**config.mk**
```make
export PLATFORM = sky130hd
export DESIGN_NAME = time_dmr_retry_start
export DESIGN_NICKNAME = d
export VERILOG_FILES = /design/src/rtl/time_dmr_retry_start.sv
export SDC_FILE = /design/constraint.sdc
export NUM_CORES = 1
export LEC_CHECK = 0
export CORE_ASPECT_RATIO = 0.6
export CORE_MARGIN = 4
export CORE_UTILIZATION = 35
export CTS_BUF_LIST = sky130_fd_sc_hd__clkbuf_8
export CTS_CLUSTER_DIAMETER = 200
export DETAILED_ROUTE_END_ITERATION = 8
export SLEW_MARGIN = 10
export SYNTH_ARGS = -nofsm -noshare
export SYNTH_HDL_FRONTEND = slang
export SYNTH_SLANG_ARGS = --single-unit
```
**constraint.sdc**
```tcl
create_clock -name clk_i -period 2.9 [get_ports clk_i]
set_input_delay 0.58 -clock clk_i [delete_from_list [all_inputs] [get_ports clk_i]]
set_output_delay 0.58 -clock clk_i [all_outputs]
set_load 0.05 [all_outputs]
```
**src/rtl/time_dmr_retry_start.sv**
```systemverilog
// time_dmr_retry_start
// Front-end of the time-redundant retry loop. New upstream items are tagged
// with a sequential ID and remembered in an ID-indexed table. When the
// downstream checker reports a faulty ID, the stored payload is re-issued
// under the same ID, up to MaxRetries times per ID. Retries take priority
// over new upstream items. A single output register feeds downstream.

module time_dmr_retry_start #(
  parameter type         DataType   = logic,
  parameter int unsigned IdSize     = 4,
  parameter int unsigned MaxRetries = 3
) (
  input  logic              clk_i,
  input  logic              rst_ni,
  input  logic              enable_i,
  input  DataType           data_i,
  input  logic              valid_i,
  output logic              ready_o,
  output DataType           data_o,
  output logic [IdSize-1:0] id_o,
  output logic              valid_o,
  input  logic              ready_i,
  input  logic [IdSize-1:0] retry_id_i,
  input  logic              retry_valid_i,
  output logic              retry_ready_o,
  output logic              retry_drop_o
);

  localparam int unsigned NumEntries = 2 ** IdSize;
  // Counter must be able to hold the value MaxRetries itself.
  localparam int unsigned CntW       = (MaxRetries < 1) ? 1 : $clog2(MaxRetries + 1);
  localparam logic [CntW-1:0] MaxCnt = CntW'(MaxRetries);

  // Saturating increment of a per-entry retry count; the re-issue condition
  // already prevents counting past MaxCnt, saturation is a second guard.
  function automatic logic [CntW-1:0] cnt_inc(input logic [CntW-1:0] cnt);
    logic [CntW-1:0] res;
    if (cnt >= MaxCnt) begin
      res = MaxCnt;
    end else begin
      res = cnt + CntW'(1);
    end
    return res;
  endfunction

  // ID counter and retry table state
  logic [IdSize-1:0]     id_cnt_r;
  DataType               tbl_data_r  [NumEntries];
  logic [NumEntries-1:0] tbl_valid_r;
  logic [CntW-1:0]       tbl_cnt_r   [NumEntries];

  // Combinational view of the entry addressed by the retry request
  DataType               rd_data_s;
  logic                  rd_valid_s;
  logic [CntW-1:0]       rd_cnt_s;

  // Arbitration and handshake decode
  logic                  stage_free_s;
  logic                  retry_pref_s;
  logic                  new_hs_s;
  logic                  retry_hs_s;
  logic                  retry_ok_s;
  logic                  reissue_s;
  logic                  drop_s;

  // Read the table entry selected by the retry ID (no write can collide).
  always_comb begin
    rd_data_s  = tbl_data_r[retry_id_i];
    rd_valid_s = tbl_valid_r[retry_id_i];
    rd_cnt_s   = tbl_cnt_r[retry_id_i];
  end

  // Decide which source may load the output stage this cycle.
  always_comb begin
    stage_free_s  = 1'b0;
    retry_pref_s  = 1'b0;
    ready_o       = 1'b0;
    retry_ready_o = 1'b0;

    stage_free_s = (~valid_o) | ready_i;
    retry_pref_s = enable_i & retry_valid_i;

    if (stage_free_s) begin
      ready_o = ~retry_pref_s;
    end else begin
      ready_o = 1'b0;
    end

    // With redundancy off every retry is swallowed immediately.
    if (!enable_i) begin
      retry_ready_o = 1'b1;
    end else if (stage_free_s) begin
      retry_ready_o = retry_valid_i;
    end else begin
      retry_ready_o = 1'b0;
    end
  end

  // Classify the handshakes that complete this cycle.
  always_comb begin
    new_hs_s   = 1'b0;
    retry_hs_s = 1'b0;
    retry_ok_s = 1'b0;
    reissue_s  = 1'b0;
    drop_s     = 1'b0;

    new_hs_s   = valid_i & ready_o;
    // Retries accepted while disabled are neither re-issued nor reported.
    retry_hs_s = retry_valid_i & retry_ready_o & enable_i;
    retry_ok_s = rd_valid_s & (rd_cnt_s < MaxCnt);

    if (retry_hs_s) begin
      reissue_s = retry_ok_s;
      drop_s    = ~retry_ok_s;
    end else begin
      reissue_s = 1'b0;
      drop_s    = 1'b0;
    end
  end

  // Sequential ID allocation; wraps modulo the table size.
  always_ff @(posedge clk_i) begin
    if (!rst_ni) begin
      id_cnt_r <= '0;
    end else if (new_hs_s) begin
      id_cnt_r <= id_cnt_r + IdSize'(1);
    end else begin
      id_cnt_r <= id_cnt_r;
    end
  end

  // Table maintenance: record new items, count re-issues.
  always_ff @(posedge clk_i) begin
    if (!rst_ni) begin
      tbl_valid_r <= '0;
      for (int i = 0; i < NumEntries; i++) begin
        tbl_data_r[i] <= '0;
        tbl_cnt_r[i]  <= '0;
      end
    end else if (new_hs_s) begin
      // Overwriting an old entry on wrap-around also restarts its count.
      tbl_data_r[id_cnt_r]  <= data_i;
      tbl_valid_r[id_cnt_r] <= 1'b1;
      tbl_cnt_r[id_cnt_r]   <= '0;
    end else if (reissue_s) begin
      tbl_cnt_r[retry_id_i] <= cnt_inc(rd_cnt_s);
    end else begin
      tbl_valid_r <= tbl_valid_r;
    end
  end

  // Output register: load a re-issue or a new item, else drain on ready_i.
  always_ff @(posedge clk_i) begin
    if (!rst_ni) begin
      data_o  <= '0;
      id_o    <= '0;
      valid_o <= 1'b0;
    end else if (reissue_s) begin
      data_o  <= rd_data_s;
      id_o    <= retry_id_i;
      valid_o <= 1'b1;
    end else if (new_hs_s) begin
      data_o  <= data_i;
      id_o    <= id_cnt_r;
      valid_o <= 1'b1;
    end else if (ready_i) begin
      valid_o <= 1'b0;
    end else begin
      // Stalled: hold payload and ID stable.
      valid_o <= valid_o;
    end
  end

  // Report a discarded retry one cycle after it was accepted.
  always_ff @(posedge clk_i) begin
    if (!rst_ni) begin
      retry_drop_o <= 1'b0;
    end else begin
      retry_drop_o <= drop_s;
    end
  end

endmodule

```
==> impl_metrics.env, run 1 <==
export IMPL_drv_slew=0
export IMPL_ys_seq_area_frac=0.4949
export IMPL_timing_fmax_ghz=0.3485
export IMPL_cts_tree="yes"
export IMPL_synth_edf_count=32
export IMPL_synth_top_area_share=0.2610
export IMPL_tns_ps=0
export IMPL_insertion_delay_ps=380
export IMPL_async_reset_ff_frac=0
export IMPL_crit_reg2reg_capture="tbl_cnt_r[3][1]$_SDFFCE_PN0P_"
export IMPL_tightest_slew_ps=658.8
export IMPL_powerDensity_nw_per_um2=495.2
export IMPL_fp_coreArea_um2=10050
export IMPL_finalSetupViolCount=0
export IMPL_worstSetupPathType="in -> reg"
export IMPL_track_usage=0.1723
export IMPL_grt_setup_unrepaired="yes"
export IMPL_vias_per_cell=5.487
export IMPL_arrival_ps=3000
export IMPL_antenna_left=0
export IMPL_hold_viol_final=0
export IMPL_gr_total_overflow=0
export IMPL_die_area_um2=12280
export IMPL_drt_first_pass_iters=4
export IMPL_antenna_found_initial=0
export IMPL_synthTopCellsByArea="edfxtp_1 (26%), dfxtp_1 (23%), mux4_2 (10%)"
export IMPL_chipHeight_um=87.44
export IMPL_final_cells=569
export IMPL_syn_area_um2=3681
export IMPL_drc=0
export IMPL_grt_pass1_vias=2930
export IMPL_cp_start_kind="primary input"
export IMPL_ys_ff_latch=75
export IMPL_netlist_instances=362
export IMPL_synthToLayoutAreaGrowth_pct=28.82
export IMPL_fin_ws_ps=30.94
export IMPL_gp_congestion=0.8184
export IMPL_period_needed_ps=2869
export IMPL_h_tree_depth=3
export IMPL_layout_drive_gt1_share=0.2949
export IMPL_detail_route_wl_per_cell_um=17.51
export IMPL_worstSetupEndpoint="tbl_cnt_r[3][1]$_SDFFCE_PN0P_"
export IMPL_fp_row_count=28
export IMPL_cts_hold_buffers=0
export IMPL_die_w_um=140.4
export IMPL_n_fill_cell=917
export IMPL_ir_drop_mv=0.2285
export IMPL_synth_distinct_cells=45
export IMPL_fin_nets=444
export IMPL_clk_pin_slew_ps=90
export IMPL_antennaDiodeCount=0
export IMPL_crit_fanout=8
export IMPL_final_common_cell="buf_4"
export IMPL_grt_max_degree=36
export IMPL_cts_path_max_buffers=2
export IMPL_hp_class="reg -> reg"
export IMPL_end_kind="register"
export IMPL_worst_r2r_setup_slack_ps=280
export IMPL_postPlaceCellArea_um2=4412
export IMPL_ys_flop_type="dfxtp_1"
export IMPL_via_count=3122
export IMPL_routed_wl_mm=9.962
export IMPL_finClkSkew_ps=16.00
export IMPL_status="complete, no violations"
export IMPL_synth_largest_area_cell="edfxtp_1"
export IMPL_hpwl_mm=7.222
export IMPL_drtIter0Drc=348
export IMPL_slew_headroom=0.5594
export IMPL_layout_common_cells="buf_4 (57), nor2_1 (51), dfxtp_1 (43), nor3_1 (36), nand2_1 (35)"
export IMPL_start_util=0.3661
export IMPL_worstSetupStartpoint="retry_id_i[1]"
export IMPL_portBuffers=19
export IMPL_ys_warn_count=0
export IMPL_placed_cells=550
export IMPL_finalInstanceArea_um2=4742
export IMPL_crit_required_ps=3030
export IMPL_synthesis_nets=377
export IMPL_p_leak_nw=1.687
export IMPL_pre_cts_ws_ps=-693.1
export IMPL_cts_sinks=75
export IMPL_rr_worst_depth=8
export IMPL_cap_violations=0
export IMPL_r2r_start="tbl_cnt_r[3][1]$_SDFFCE_PN0P_"
export IMPL_root_buffer="clkbuf_8"
export IMPL_cts_made_buffers=9
export IMPL_num_io_pins=20
export IMPL_synth_avg_cell_area_um2=10.17
export IMPL_grt_pass1_wl_mm=15.92
export IMPL_finalCritPeriodShare=0.9893
## layer usage
| metal | track usage | vias up | wire length [um] |
|---|---|---|---|
| li1 | - | 1453 | - |
| met1 | 0.2620 | 1541 | 5147 |
| met2 | 0.2253 | 117 | 3925 |
| met3 | 0.06308 | 11 | 784 |
| met4 | 0.04749 | 0 | 104 |
| met5 | 0 | - | 0 |
## Yosys cell counts (2+ instances only)
cell	number
nor3_1	37
nor2_1	51
xnor2_1	3
o21ai_1	3
or3_1	2
nand4_1	2
nand3_2	2
nand2b_1	2
a22oi_1	3
buf_6	2
nand2_1	35
nor3_2	7
edfxtp_1	32
dfxtp_1	43
a31oi_1	2
nand3_1	4
and3_1	2
nor2b_1	3
a21oi_2	2
a21oi_1	18
clkbuf_1	16
inv_1	6
a311oi_1	2
ha_1	4
o21ai_0	27
mux4_2	17
mux2i_1	7
a32oi_1	2
o21a_1	5
buf_2	6
## critical path, stage by stage
cell             delay [ps]
clkdlybuf4s50_1         470
buf_6                   150
buf_12                  140
mux4_2                  330
nand3_1                 120
nand3_2                 140
a211o_4                 410
a32oi_2                 390
buf_4                   200
nor3_1                   50
## metrics by stage
step	utilization	hold WS, ps	power, mW
floorplan	-	434.8	1.314
global placement	0.4388	442.3	1.431
detailed placement	0.4388	458.8	1.436
CTS	0.4695	479.4	2.362
global route	0.4716	502.2	2.447
finish	0.4716	476.6	2.348
## where the power goes
part | leakage (nW) | total [mW] | internal (mW) | switching [mW]
registers | 0.678 | 1.14 | 1.12 | 0.0197
logic | 0.896 | 0.288 | 0.126 | 0.162
clock network | 0.112 | 0.916 | 0.489 | 0.427
## cell type report
class / count / area, um2 / share of cell area
flip-flops and latches: 75 / 1822 / 0.3842
multi-input cells: 254 / 1783 / 0.3760
repair buffers: 82 / 721.9 / 0.1522
well taps: 135 / 168.9 / 0.03562
clock buffers: 9 / 123.9 / 0.02612
clock inverters: 7 / 96.34 / 0.02032
inverters: 7 / 26.28 / 0.005541
## worst min path at each step
stage / cells past startpoint / endpoint / slack, ps / start
after floorplan: 2 / tbl_valid_r[10]$_SDFFE_PN0P_ / 430 / tbl_valid_r[10]$_SDFFE_PN0P_
after global placement: 1 / tbl_valid_r[1]$_SDFFE_PN0P_ / 440 / tbl_valid_r[1]$_SDFFE_PN0P_
after detailed placement: 1 / tbl_valid_r[1]$_SDFFE_PN0P_ / 460 / tbl_valid_r[1]$_SDFFE_PN0P_
after CTS: 2 / tbl_valid_r[13]$_SDFFE_PN0P_ / 480 / tbl_valid_r[13]$_SDFFE_PN0P_
after global routing: 2 / tbl_data_r[15]$_DFF_P_ / 500 / tbl_data_r[15]$_DFF_P_
final: 1 / tbl_valid_r[1]$_SDFFE_PN0P_ / 480 / tbl_valid_r[1]$_SDFFE_PN0P_
## cell families after synthesis
| logic type | synth area share |
|---|---|
| AO/OA/AOI/OAI | 0.1220 |
| AND/OR/NAND/NOR | 0.1890 |
| buffers and inverters | 0.04079 |
| flip-flops | 0.4949 |
| adder cells (fa/ha/maj) | 0.01360 |
| XOR/XNOR | 0.009519 |
| multiplexers | 0.1302 |
## sequential cells by signal, summed over array words and instances (netlist names)
name	count
data_o	1
id_cnt_r	4
id_o	4
retry_drop_o	1
tbl_cnt_r	32
tbl_data_r	16
tbl_valid_r	16
valid_o	1
## repair_timing
item	4_1_cts	5_1_grt
pin swaps	3	0
setup buffers	3	0
setup endpoints to repair	64	33
gates cloned	0	0
gates resized for setup	29	5
Note: power is estimated with default switching activity, not from simulation.
==> run 2: changes to the inputs <==
CTS_CLUSTER_DIAMETER = 100   (was 200)
GPL_ROUTABILITY_DRIVEN = 0   (was unset)
==> results of run 2 <==
Same layout as run 1: the final DEF is identical, and so are final timing and power.
